--- config.mk ---
export PLATFORM = sky130hd
export DESIGN_NAME = pipelined_shifter
export DESIGN_NICKNAME = d
export VERILOG_FILES = /design/src/rtl/shifter_pkg.sv /design/src/rtl/shift_stage.sv /design/src/rtl/pipelined_shifter.sv
export SDC_FILE = /design/constraint.sdc
export NUM_CORES = 1
export LEC_CHECK = 0
export BUFFER_PORTS_ARGS = -buffer_cell sky130_fd_sc_hd__buf_2
export CAP_MARGIN = 30
export CORE_UTILIZATION = 40
export DETAILED_ROUTE_END_ITERATION = 12
export GPL_TIMING_DRIVEN = 0
export SLEW_MARGIN = 20
export SYNTH_ARGS = -nofsm -noshare
export SYNTH_HDL_FRONTEND = slang
export SYNTH_HIERARCHICAL = 1
export SYNTH_SLANG_ARGS = --single-unit
--- constraint.sdc ---
create_clock -name clk -period 1.4 [get_ports clk]
set_clock_uncertainty 0.05 [all_clocks]
set_input_delay 0.28 -clock clk [delete_from_list [all_inputs] [get_ports clk]]
set_output_delay 0.28 -clock clk [all_outputs]
set_load 0.005 [all_outputs]
--- src/rtl/shifter_pkg.sv ---
// Shared definitions for the pipelined barrel shifter: operation encoding
// carried down the pipeline alongside each operand.
package shifter_pkg;

    typedef enum logic [1:0] {
        MODE_SLL = 2'b00,
        MODE_SRL = 2'b01,
        MODE_SRA = 2'b10,
        MODE_ROR = 2'b11
    } shift_mode_e;

endpackage

--- src/rtl/shift_stage.sv ---
// One registered level of the shifter: optionally shifts by a fixed distance
// DIST, selected by bit BIT of the travelling shift amount.
module shift_stage
    import shifter_pkg::*;
#(
    parameter int WIDTH   = 16,
    parameter int SHAMT_W = 4,
    parameter int DIST    = 1,
    parameter int BIT     = 0
) (
    input  logic               clk,
    input  logic               rst,
    input  logic               load_i,
    input  logic               valid_i,
    input  logic [WIDTH-1:0]   data_i,
    input  shift_mode_e        mode_i,
    input  logic [SHAMT_W-1:0] shamt_i,
    output logic               valid_o,
    output logic [WIDTH-1:0]   data_o,
    output shift_mode_e        mode_o,
    output logic [SHAMT_W-1:0] shamt_o
);

    logic               valid_q, valid_d;
    logic [WIDTH-1:0]   data_q, data_d;
    shift_mode_e        mode_q, mode_d;
    logic [SHAMT_W-1:0] shamt_q, shamt_d;

    function automatic logic [WIDTH-1:0] shift_by_dist(input logic [WIDTH-1:0] d,
                                                       input shift_mode_e m);
        logic signed [WIDTH-1:0] sd;
        logic [WIDTH-1:0]        res;
        sd = d;
        case (m)
            MODE_SLL: res = d << DIST;
            MODE_SRL: res = d >> DIST;
            MODE_SRA: res = sd >>> DIST;
            default:  res = (d >> DIST) | (d << (WIDTH - DIST));
        endcase
        return res;
    endfunction

    // Data only changes when a valid operand lands, so the output holds its
    // last result while a bubble occupies the stage.
    always_comb begin
        valid_d = valid_q;
        data_d  = data_q;
        mode_d  = mode_q;
        shamt_d = shamt_q;
        if (load_i) begin
            valid_d = valid_i;
            if (valid_i) begin
                data_d       = shamt_i[BIT] ? shift_by_dist(data_i, mode_i) : data_i;
                mode_d       = mode_i;
                shamt_d      = shamt_i;
                shamt_d[BIT] = 1'b0;
            end
        end
    end

    always_ff @(posedge clk or posedge rst) begin
        if (rst) begin
            valid_q <= 1'b0;
            data_q  <= '0;
            mode_q  <= MODE_SLL;
            shamt_q <= '0;
        end else begin
            valid_q <= valid_d;
            data_q  <= data_d;
            mode_q  <= mode_d;
            shamt_q <= shamt_d;
        end
    end

    assign valid_o = valid_q;
    assign data_o  = data_q;
    assign mode_o  = mode_q;
    assign shamt_o = shamt_q;

endmodule

--- src/rtl/pipelined_shifter.sv ---
// Log-depth pipelined barrel shifter (SLL/SRL/SRA/ROR) with valid/ready
// handshaking and per-stage backpressure that collapses bubbles.
module pipelined_shifter
    import shifter_pkg::*;
#(
    parameter int  WIDTH  = 16,
    localparam int LEVELS = $clog2(WIDTH)
) (
    input  logic              clk,
    input  logic              rst,
    input  logic [WIDTH-1:0]  Shift_In,
    input  logic [LEVELS-1:0] Shift_Val,
    input  logic [1:0]        Mode,
    input  logic              In_Valid,
    output logic              In_Ready,
    output logic [WIDTH-1:0]  Shift_Out,
    output logic              Out_Valid,
    input  logic              Out_Ready
);

    // Element 0 is the input port side; element k+1 is the output of stage k.
    logic              valid_s [LEVELS+1];
    logic [WIDTH-1:0]  data_s  [LEVELS+1];
    shift_mode_e       mode_s  [LEVELS+1];
    logic [LEVELS-1:0] shamt_s [LEVELS+1];
    logic [LEVELS-1:0] adv;
    logic [LEVELS-1:0] load;

    assign valid_s[0] = In_Valid;
    assign data_s[0]  = Shift_In;
    assign mode_s[0]  = shift_mode_e'(Mode);
    assign shamt_s[0] = Shift_Val;

    always_comb begin
        adv            = '0;
        load           = '0;
        adv[LEVELS-1]  = Out_Ready;
        for (int k = LEVELS - 2; k >= 0; k--) begin
            adv[k] = !valid_s[k+2] || adv[k+1];
        end
        for (int k = 0; k < LEVELS; k++) begin
            load[k] = !valid_s[k+1] || adv[k];
        end
    end

    // Largest distance first, so stage k consumes shift bit LEVELS-1-k.
    for (genvar k = 0; k < LEVELS; k++) begin : g_stage
        shift_stage #(
            .WIDTH  (WIDTH),
            .SHAMT_W(LEVELS),
            .DIST   (1 << (LEVELS - 1 - k)),
            .BIT    (LEVELS - 1 - k)
        ) u_stage (
            .clk    (clk),
            .rst    (rst),
            .load_i (load[k]),
            .valid_i(valid_s[k]),
            .data_i (data_s[k]),
            .mode_i (mode_s[k]),
            .shamt_i(shamt_s[k]),
            .valid_o(valid_s[k+1]),
            .data_o (data_s[k+1]),
            .mode_o (mode_s[k+1]),
            .shamt_o(shamt_s[k+1])
        );
    end

    assign In_Ready  = load[0];
    assign Out_Valid = valid_s[LEVELS];
    assign Shift_Out = data_s[LEVELS];

endmodule

=== Yosys cells after proc, flatten, opt, wreduce, memory -nomap -nowiden ===
Index checks and enable logic that the tools add are counted.

* Flip-flop bits (word level): 80
* Input bits: 26
* Output and inout port bits: 18
* Logic and storage cells: 50

* Equality and inequality tests: 8
* Muxes and demuxes: 8
* Bitwise operators: 4
* Reduce and logical (&&, ||, !) cells: 16

{| class="wikitable"
|+ Operator list
! cell !! count
|-
| $pmux 16 s3 || 4
|-
| $mux 16 || 4
|-
| $or 12x16->16 || 1
|-
| $or 14x16->16 || 1
|-
| $or 15x16->16 || 1
|-
| $or 8x16->16 || 1
|-
| $eq 2x1->1 const B || 4
|-
| $eq 2x2->1 const B || 4
|-
| $logic_not 2->1 || 4
|-
| $reduce_and 2->1 || 4
|-
| $logic_not 1->1 || 4
|-
| $logic_or 1x1->1 || 4
|}

=== Depth between registers and ports, before layout ===
Gate-level depths: netlist of run 1.

* Word-level depth: 6
* Gate-level depth with buffers: 7
* Depth with buffers taken out: 5

=== Hierarchy ===
Netlist of run 1, hierarchy kept.

{| class="wikitable"
|+ Modules (own cells, without submodules)
! module !! times used !! cells an instance !! area an instance (um^2) !! sequential area each (um^2)
|-
| shift_stage (g_stage[3].u_stage) || 1 || 140 || 1357.6 || 550.5
|-
| shift_stage (g_stage[2].u_stage) || 1 || 138 || 1280.0 || 550.5
|-
| shift_stage (g_stage[1].u_stage) || 1 || 125 || 1193.6 || 550.5
|-
| shift_stage (g_stage[0].u_stage) || 1 || 106 || 1108.6 || 550.5
|-
| pipelined_shifter || 1 || 5 || 32.5 || 0.0
|}

=== Worst setup path after synthesis of run 1 ===
No wires, ideal clock.

* Kind: register to register
* Start: register g_stage[3].u_stage.valid_q
* End: register g_stage[1].u_stage.data_q[14]
* Arrival: 1370 ps
* Setup slack: -142 ps
* Cell stages (with the launch flop): 8
* Path buffers: 2
* Clock period less this slack: 1542 ps
* Cells stage by stage: dfrtp_1 nor2b_4 nand3_1 and2_1 buf_2 nand2_1 buf_2 o221a_2

* Cells in the longest elaborated chain, start to end: 5

{| class="wikitable"
|+ RTL lines
! what !! line !! text
|-
| start: declaration || shift_stage.sv:24 || <nowiki>logic valid_q, valid_d;</nowiki>
|-
| start signal: assignment || shift_stage.sv:68 || <nowiki>valid_q <= valid_d;</nowiki>
|-
| $logic_not 1->1 || pipelined_shifter.sv:39 || <nowiki>adv[k] = !valid_s[k+2] || adv[k+1];</nowiki>
|-
| $logic_or 1x1->1 (2 in a row) || pipelined_shifter.sv:39 ||
|-
| $logic_or 1x1->1 || -- ||
|-
| via adv[0] || pipelined_shifter.sv:26 || <nowiki>logic [LEVELS-1:0] adv;</nowiki>
|-
| $reduce_and 2->1 (no source line) || -- ||
|-
| end signal: assignment || shift_stage.sv:69 || <nowiki>data_q <= data_d;</nowiki>
|-
| end: declaration || shift_stage.sv:25 || <nowiki>logic [WIDTH-1:0] data_q, data_d;</nowiki>
|}

The timed path passes the listed nets, and every way through them passes these cells.
A chain may end at the register's enable or synchronous reset.

=== Worst setup path after layout of run 1 ===
* Start: register g_stage[3].u_stage.valid_q
* End: register g_stage[0].u_stage.data_q[14]

* Cells in the longest elaborated chain, start to end: 6

{| class="wikitable"
|+ RTL lines
! what !! line !! text
|-
| $logic_not 1->1 || pipelined_shifter.sv:39 ||
|-
| $logic_or 1x1->1 (3 in a row) || pipelined_shifter.sv:39 ||
|-
| $logic_or 1x1->1 || pipelined_shifter.sv:42 || <nowiki>load[k] = !valid_s[k+1] || adv[k];</nowiki>
|-
| $reduce_and 2->1 (no source line) || -- ||
|-
| end signal: assignment || shift_stage.sv:69 ||
|-
| end: declaration || shift_stage.sv:25 ||
|}

Every way passes these cells.

==> flow_summary.toml, run 1 <==
[outcome]
status = "finished with violations"
violations = "setup timing"

[timing]
relSlewSlack_pct = 44.05
tightest_slew_ns = 0.8383
finalMaxSlewViolations = 0
fmax_mhz = 632.6
hold_slack_ns = 0.002957
timing.final.crit_share_pct = 112.9
setup_ws_ns = -0.1807
hold_viol = 0
min_period_ns = 1.581
finalSetupViolations = 52
rsz0062_at_grt = "true"

[finish]
n_antenna_cell = 0
nNetsFinal = 581
final_layout_size_suffix_gt1_share_pct = 31.79
multi_input_comb_area_um2 = 2359
regArea_um2 = 2006
syn_to_final_growth_pct = 24.64
fill_cells = 1025

[pwr]
power_density_nw_per_um2 = 1693
power_frac_seq_pct = 37.5
p_sw_share_pct = 35.04
peakVddDrop_uv = 755.2
pwr-share-clk_pct = 25.5
power_mw = 9.782
switching_power_mw = 3.427
leakagePower_nw = 2.739
p_int_mw = 6.355
combPwrFrac_pct = 37.0

[worst_setup_path]
arrival_ns = 1.78
startpoint_type = "flop"
path_max_fanout = 11
worstSetupPathType = "reg -> reg"
r2r_setup_slack_ns = -0.18
r2r_cells = 6
r2r-start = "g_stage[3].u_stage/valid_o"
end_kind = "flop"
cp.required_ns = 1.60
r2r_end = "g_stage[0].u_stage/data_o[14]"
startpoint = "g_stage[3].u_stage/valid_o"
crit_path_end = "g_stage[0].u_stage/data_o[14]"

[floorplanning]
rows = 38
core_area_um2 = 11080
die_w_um = 109.7
die_h_um = 109.7
start_util_pct = 41.86
dieArea_um2 = 12030
io_pins = 44

[global_route]
grt.total_usage_pct = 21.30
overflow = 0
grt_max_degree = 23
antenna_found_initial = 0
grt_pass1_wl_um = 19130
grt_pass1_vias = 3603

[clocking]
cts_sinks = 80
clock_path_buffers = 2
path_clk_slew_ns = 0.06
cts_buffers = 9
htreeDepth = 3
cts_tree = "built"
clkLatencyLatePin_ns = 0.34
root_buffer = "clkbuf_16"

[routing]
ant_nets = 0
drtIter0Drc = 220
routed_wl_um = 11650
vias = 3744
wl_per_cell_um = 16.64
drc = 0
viasPerCell = 5.349
drt-pass1-iter-count = 5

[place]
gp_congestion = 0.8196
io_buffers = 42
dp_hpwl_um = 8351

[synthesis]
syn_nets = 514
avgSynthCellArea_um2 = 9.502
yosys_warnings = 6
netlist_area_um2 = 4637
syn_inst = 488

[min_path]
holdCritPathClass = "in -> async"

[job]
maxCapViolations = 0
[power groups by stage]
| stage | combinational [mW] | sequential, mW | clock (mW) |
|---|---|---|---|
| 2_1_floorplan | 2.37 | 3.49 | 0 |
| 3_3_place_gp | 3.08 | 3.68 | 0 |
| 3_5_place_dp | 3.11 | 3.72 | 0 |
| 4_1_cts | 3.45 | 3.68 | 2.55 |
| 5_1_grt | 3.96 | 3.79 | 2.65 |
| 6_report | 3.61 | 3.67 | 2.50 |
[critical path: stages (launching register included)]
cell	delay [ns]
dfrtp_1	0.36
nor2b_4	0.18
nand4_1	0.15
and2_4	0.22
buf_12	0.15
buf_12	0.13
a221oi_2	0.25
[final cells by class]
| type | instances | area share (%) |
|---|---|---|
| well taps | 140 | 3.031 |
| clock inverters | 5 | 1.407 |
| repair buffers | 62 | 7.404 |
| multi-input cells | 333 | 40.81 |
| plain buffers | 35 | 6.408 |
| flip-flops and latches | 80 | 34.70 |
| inverters | 34 | 2.208 |
| clock buffers | 11 | 4.027 |
[routing by layer]
layer / GRT usage, % / vias up / part of all wire [%]
li1: - / 1839 / -
met1: 30.26 / 1809 / 49
met2: 32.48 / 79 / 46
met3: 4.268 / 17 / 3.4
met4: 6.762 / 0 / 1.3
met5: 0 / - / 0
[flip-flops by register name, indices dropped and copies added, names as in the netlist]
register and cells:
g_stage.u_stage/shamt_o 6, g_stage.u_stage/mode_o 6, g_stage.u_stage/valid_o 4, g_stage.u_stage/data_o 64
[worst min-delay path by stage]
| stage | to | slack [ns] | depth (start not counted) |
|---|---|---|---|
| after floorplan | g_stage[3].u_stage/data_o[0] | 0.16 | 1 |
| after global placement | g_stage[3].u_stage/valid_o | 0.38 | 2 |
| after detailed placement | g_stage[3].u_stage/valid_o | 0.40 | 2 |
| after CTS | g_stage[3].u_stage/valid_o | 0.03 | 2 |
| after global routing | g_stage[3].u_stage/valid_o | 0.07 | 2 |
| final | g_stage[3].u_stage/valid_o | 0.003 | 2 |
[layout by cell type (no fill, tap or decap), types with 3 or more instances in the layout]
cell type and count:
nor2_1 47, or3_1 4, o221a_4 4, o21ai_0 35
inv_1 34, buf_6 15, buf_8 4, nand2_1 63
nand3b_1 8, buf_2 44, a221oi_2 7, dfrtp_2 3
clkbuf_16 10, buf_4 15, nor2_2 8, o211ai_1 11
buf_12 3, o31ai_2 21, nand2_2 3, a31oi_1 4
a21oi_1 15, o31ai_1 4, clkbuf_1 5, mux2_2 6
nand3_1 7, mux2i_1 15, clkbuf_8 6, a22o_1 3
o211a_1 25, o21ai_1 5, clkbuf_2 3, dfrtp_1 77
mux2_1 3, nor2b_1 15
[stage by stage]
stage	setup WS, ns	util (%)	instances	area (um2)	setup TNS (ns)
after floorplan	-0.07691	-	488	4662	-2.007
after global placement	-0.2631	45.56	670	5047	-9.337
after detailed placement	-0.2653	45.56	670	5047	-10.21
after CTS	-0.1688	50.78	695	5625	-4.066
after global routing	-0.2690	52.17	700	5779	-7.649
final	-0.1807	52.17	700	5779	-3.743
[repair_timing]
| item | 4_1_cts | 5_1_grt |
|---|---|---|
| buffers inserted | 10 | 7 |
| endpoints found under the setup margin | 77 | 77 |
| pin swaps | 26 | 16 |
| hold buffers | 0 | 0 |
| resized for setup | 46 | 31 |
| gates cloned | 2 | 1 |
Power figures use the tool's default switching activity.
==> inputs of run 2 (changes only) <==
--- a/config.mk
+++ b/config.mk
@@ -7,6 +7,7 @@
 export LEC_CHECK = 0
 export BUFFER_PORTS_ARGS = -buffer_cell sky130_fd_sc_hd__buf_2
 export CAP_MARGIN = 30
+export CORE_MARGIN = 2
 export CORE_UTILIZATION = 40
 export DETAILED_ROUTE_END_ITERATION = 12
 export GPL_TIMING_DRIVEN = 0
==> run 2 against run 1 <==
The flow still finishes with violations (setup timing). Worst setup slack improved by 0.038 ns. Power fell by 3.2%. Critical path type unchanged. Via count rose by 1.4%. Clock power fell by 14%. Die area rose by 3.7%. Largest cell class unchanged. First-iteration DRC count rose by 2.7%. Combinational power rose by 2%. Sequential share of layout area fell by 0.23 points. Utilization fell by 1.0 points. Design area rose by 0.61%.
==> flow_summary.toml, run 2 (synthesized netlist as in run 1, its figures left out) <==
[routing]
drc = 0
ant_nets = 0
drtIter0Drc = 226
routed_wl_um = 11670
vias = 3795
drt-pass1-iter-count = 5
wl_per_cell_um = 16.52
viasPerCell = 5.375

[floorplanning]
die_w_um = 111.7
rows = 39
die_h_um = 111.7
io_pins = 44
core_area_um2 = 11370
start_util_pct = 40.78
dieArea_um2 = 12470

[timing]
finalMaxSlewViolations = 0
min_period_ns = 1.542
hold_slack_ns = 0.007425
setup_tns_ns = -3.481
setup_ws_ns = -0.1424
relSlewSlack_pct = 46.15
timing.final.crit_share_pct = 110.2
rsz0062_at_grt = "true"
finalSetupViolations = 62
fmax_mhz = 648.4
hold_viol = 0
tightest_slew_ns = 0.8069

[finish]
fin_util_pct = 51.14
final_cells = 706
layout_commonest_cell = "dfrtp_1"
fin_area_um2 = 5814
largest_register_ffs = 64
n_antenna_cell = 0
syn_to_final_growth_pct = 25.39
fill_cells = 1060
final_layout_size_suffix_gt1_share_pct = 32.68
layout_common_cells = "dfrtp_1 (78), nand2_1 (62), nor2_1 (49)"
nNetsFinal = 584

[global_route]
grt_pass1_vias = 3655
grt_max_degree = 23
antenna_found_initial = 0
overflow = 0
grt_pass1_wl_um = 19050
grt.total_usage_pct = 18.81

[clocking]
clkLatencyLatePin_ns = 0.34
clock_path_buffers = 2
cts_buffers = 9
cts_tree = "built"
path_clk_slew_ns = 0.06
cts_sinks = 80
root_buffer = "clkbuf_16"
htreeDepth = 3

[worst_setup_path]
slowest_stage = "dfrtp_1"
worstPathCellList = "nor2b_4, nand4_1, and2_4, buf_12, buf_6, a221oi_2"
path_max_fanout = 10
arrival_ns = 1.74
cp.required_ns = 1.60
slowest_delay_ns = 0.35
startpoint_type = "flop"
end_kind = "flop"
worstSetupPathType = "reg -> reg"

[pwr]
power_mw = 9.471
power_density_nw_per_um2 = 1629
leakagePower_nw = 2.773
peakVddDrop_uv = 695.7

[place]
io_buffers = 42
placed_cell_area_um2 = 5051
dp_hpwl_um = 8206
dp_slack_ns = -0.2774
dp_cells = 673
gp_congestion = 0.8333

[min_path]
holdCritPathClass = "in -> async"

[outcome]
status = "finished with violations"
violations = "setup timing"

[job]
maxCapViolations = 0
[run 2: where the power goes]
| part | switching, mW | internal (mW) |
|---|---|---|
| sequential | 0.672 | 2.99 |
| clock | 0.947 | 1.20 |
| combinational | 1.82 | 1.85 |
[run 2: repair_timing]
action                                  in CTS  in global routing
endpoints found under the hold margin        0                  3
hold buffers                                 0                  1
pin swaps                                   28                  6
setup buffers                               11                  2
gates cloned                                 1                  6
gates resized for setup                     35                 48
endpoints found under the setup margin      77                 78
[run 2: final timing paths]
check	slack, ns	cells after the start	end	startpoint
setup / recovery	-0.14	6	g_stage[0].u_stage/data_o[8]	g_stage[3].u_stage/valid_o
hold / removal	0.007	2	g_stage[3].u_stage/data_o[0]	rst
setup reg to reg	-0.14	6	g_stage[0].u_stage/data_o[8]	g_stage[3].u_stage/valid_o
hold reg to reg	0.43	2	g_stage[3].u_stage/data_o[10]	g_stage[3].u_stage/data_o[10]
max in group asynchronous	0.56	4	g_stage[0].u_stage/data_o[5]	rst
min in group clk	0.12	2	g_stage[0].u_stage/shamt_o[0]	Shift_Val[0]
[run 2: layer usage]
layer,vias to the layer above,wire [um],GRT usage [%]
met4,0,188,6.831
met2,83,5438,28.48
met3,13,491,3.266
met5,-,0,0
li1,1851,-,-
met1,1848,5547,27.18
[run 2: area by class of cell]
type	count	area, um2	share of cell area, %
timing repair buffer	64	521.8	8.974
sequential	80	2004	34.47
tap	143	178.9	3.077
clock inverter	5	33.78	0.5810
buffer	36	392.9	6.757
multi-input combinational	333	2322	39.94
clock buffer	11	232.7	4.003
inverter	34	127.6	2.195
[run 2: critical path: cells and delay by family, from the launching register on]
family / cells / cell delay (ns)
compound gates: 1 / 0.24
buf+inv: 2 / 0.29
flops: 1 / 0.35
simple gates: 3 / 0.53
==> inputs of run 3 (changes only) <==
--- a/config.mk
+++ b/config.mk
@@ -14,5 +14,4 @@
 export SLEW_MARGIN = 20
 export SYNTH_ARGS = -nofsm -noshare
 export SYNTH_HDL_FRONTEND = slang
-export SYNTH_HIERARCHICAL = 1
 export SYNTH_SLANG_ARGS = --single-unit
==> run 3 against run 2 <==
The flow still finishes with violations (setup timing). Clock power rose by 14%. Design area increased by 13%. Wire length increased by 17%. Count of clock-buffer cells in the layout is 1 higher. Sequential cell count unchanged. Sequential share of layout area down 4.0 points. Sequential power rose by 12%. Global-route usage rose by 2.7 points. Register-to-register slack got worse by 0.11 ns. Maximum frequency decreased by 6.6%.
==> flow_summary.toml, run 3 <==
[outcome]
status = "finished with violations"
violations = "setup timing"

[min_path]
hold_end = "g_stage[0].u_stage.shamt_o[0]"
holdCritPathClass = "in -> reg"
hold_depth = 2
hp-start = "Shift_Val[0]"

[synthesis]
syn_nets = 495
async_reset_ff_share_pct = 100.0
synth_common_cells = "dfrtp_1 (80), o21ai_0 (46), a31oi_1 (40), or3b_2 (40), mux2_2 (38)"
synth_edf_count = 0
yosys-top-cells-area = "dfrtp_1 (42%), mux2_2 (8.9%), or3b_2 (7.3%)"
yosysTopAreaCellShare_pct = 41.72
yosysTopAreaCell = "dfrtp_1"
avgSynthCellArea_um2 = 10.23
synth_flop_cell = "dfrtp_1"
netlist_area_um2 = 4798
syn_inst = 469
synth_seq_cells = 80
yosysMostFrequentCell = "dfrtp_1"
yosys_warnings = 0
yosysUniqueCellTypes = 44
synth-seq-area-share_pct = 41.72

[routing]
drc = 0
routed_wl_um = 13630
vias = 4170
drt-pass1-iter-count = 4
drtIter0Drc = 248
ant_nets = 0
wl_per_cell_um = 19.07
viasPerCell = 5.832

[worst_setup_path]
worstSetupPathType = "reg -> reg"
arrival_ns = 1.83
r2r-start = "g_stage[3].u_stage.valid_o"
startpoint_type = "flop"
r2r_cells = 6
r2r_setup_slack_ns = -0.25
end_kind = "flop"
path_max_fanout = 5
cp.required_ns = 1.58
r2r_end = "g_stage[1].u_stage.data_o[4]"

[floorplanning]
die_w_um = 113.5
start_util_pct = 40.45
rows = 40
dieArea_um2 = 12890
core_area_um2 = 11860
die_h_um = 113.5
io_pins = 44

[finish]
syn_to_final_growth_pct = 37.31
final_layout_size_suffix_gt1_share_pct = 49.82
nNetsFinal = 590
layout_commonest_cell = "dfrtp_1"
layout_common_cells = "dfrtp_1 (75), mux2_4 (49), buf_2 (47)"
fin_area_um2 = 6589
largest_register_ffs = 64
n_antenna_cell = 0

[global_route]
antenna_found_initial = 0
grt_pass1_vias = 4196
grt_pass1_wl_um = 21740
grt.total_usage_pct = 21.47
grt_max_degree = 35
overflow = 0

[timing]
timing.final.crit_share_pct = 117.9
finalMaxSlewViolations = 0
relSlewSlack_pct = 58.94
fmax_mhz = 605.6
rsz0062_at_grt = "true"
hold_slack_ns = 0.1227
hold_viol = 0
min_period_ns = 1.651
setup_ws_ns = -0.2512
finalSetupViolations = 73
tightest_slew_ns = 0.6159

[clocking]
path_clk_slew_ns = 0.06
cts_buffers = 9
cts_sinks = 80
clkLatencyLatePin_ns = 0.34
cts_tree = "built"
root_buffer = "clkbuf_16"
clock_path_buffers = 2
htreeDepth = 3

[pwr]
power_density_nw_per_um2 = 1891
power_mw = 12.46
peakVddDrop_uv = 642.6
leakagePower_nw = 2.860

[place]
placed_cell_area_um2 = 5269
gp_congestion = 0.8913
dp_hpwl_um = 8789
io_buffers = 40
dp_slack_ns = -0.3451

[job]
maxCapViolations = 0
run 3: layer usage:
layer / track usage (%) / vias to the layer above / share of wire (%)
met5: 0 / - / 0
met4: 10.49 / 0 / 4.0
met3: 4.091 / 37 / 4.5
met2: 36.81 / 131 / 50
met1: 25.98 / 2075 / 42
li1: - / 1927 / -
run 3: area by class of cell:
class,instances,area [um2]
buffer,54,417.9
sequential,80,2008
timing repair buffer,87,716.9
clock buffer,12,266.5
inverter,7,30.03
timing repair inverter,1,5.005
clock inverter,3,40.04
fill,1013,5273
tap,147,183.9
multi-input combinational,324,2920
run 3: report_power, final:
part / leakage [nW] / switching, mW / internal, mW / total (mW)
registers: 0.941 / 0.945 / 3.14 / 4.09
clock network: 0.154 / 0.938 / 1.51 / 2.45
logic: 1.77 / 2.48 / 3.45 / 5.92
run 3: how the worst max path moves through the flow:
stage	endpoint	startpoint
floorplan	g_stage[0].u_stage.data_o[0]	g_stage[2].u_stage.valid_o
global placement	g_stage[0].u_stage.shamt_o[1]	rst
detailed placement	g_stage[0].u_stage.shamt_o[1]	g_stage[1].u_stage.valid_o
CTS	g_stage[0].u_stage.shamt_o[1]	g_stage[1].u_stage.valid_o
global route	g_stage[1].u_stage.data_o[11]	g_stage[2].u_stage.valid_o
finish	g_stage[1].u_stage.data_o[4]	g_stage[3].u_stage.valid_o
run 3: logic make-up (layout without fill, tap and decap cells):
logic type,after synthesis,after routing,share of synthesized area [%]
AOI/OAI and AO/OA,142,142,19.84
DFF,80,80,41.72
buffers and inverters,65,164,7.379
and+or+nand+nor,115,115,14.89
muxes,67,67,16.17
run 3: stage by stage:
stage	utilization, %	setup TNS, ns	std cells
floorplan	-	-4.534	469
global placement	44.08	-45.78	656
detailed placement	44.42	-15.76	658
CTS	53.57	-10.75	706
global route	55.55	-13.82	715
finish	55.55	-10.45	715
run 3: critical path, cell delays in order (launching register included):
cell     delay, ns
dfrtp_1       0.40
and4b_1       0.23
buf_6         0.15
buf_12        0.12
nor2_4        0.12
buf_6         0.16
mux2_4        0.31
run 3: timing repair:
action,CTS,global route
gates cloned,7,3
pin swaps,43,18
hold buffers,1,0
endpoints found under the setup margin,78,111
setup buffers,26,14
endpoints found under the hold margin,23,0
gates resized for setup,141,69
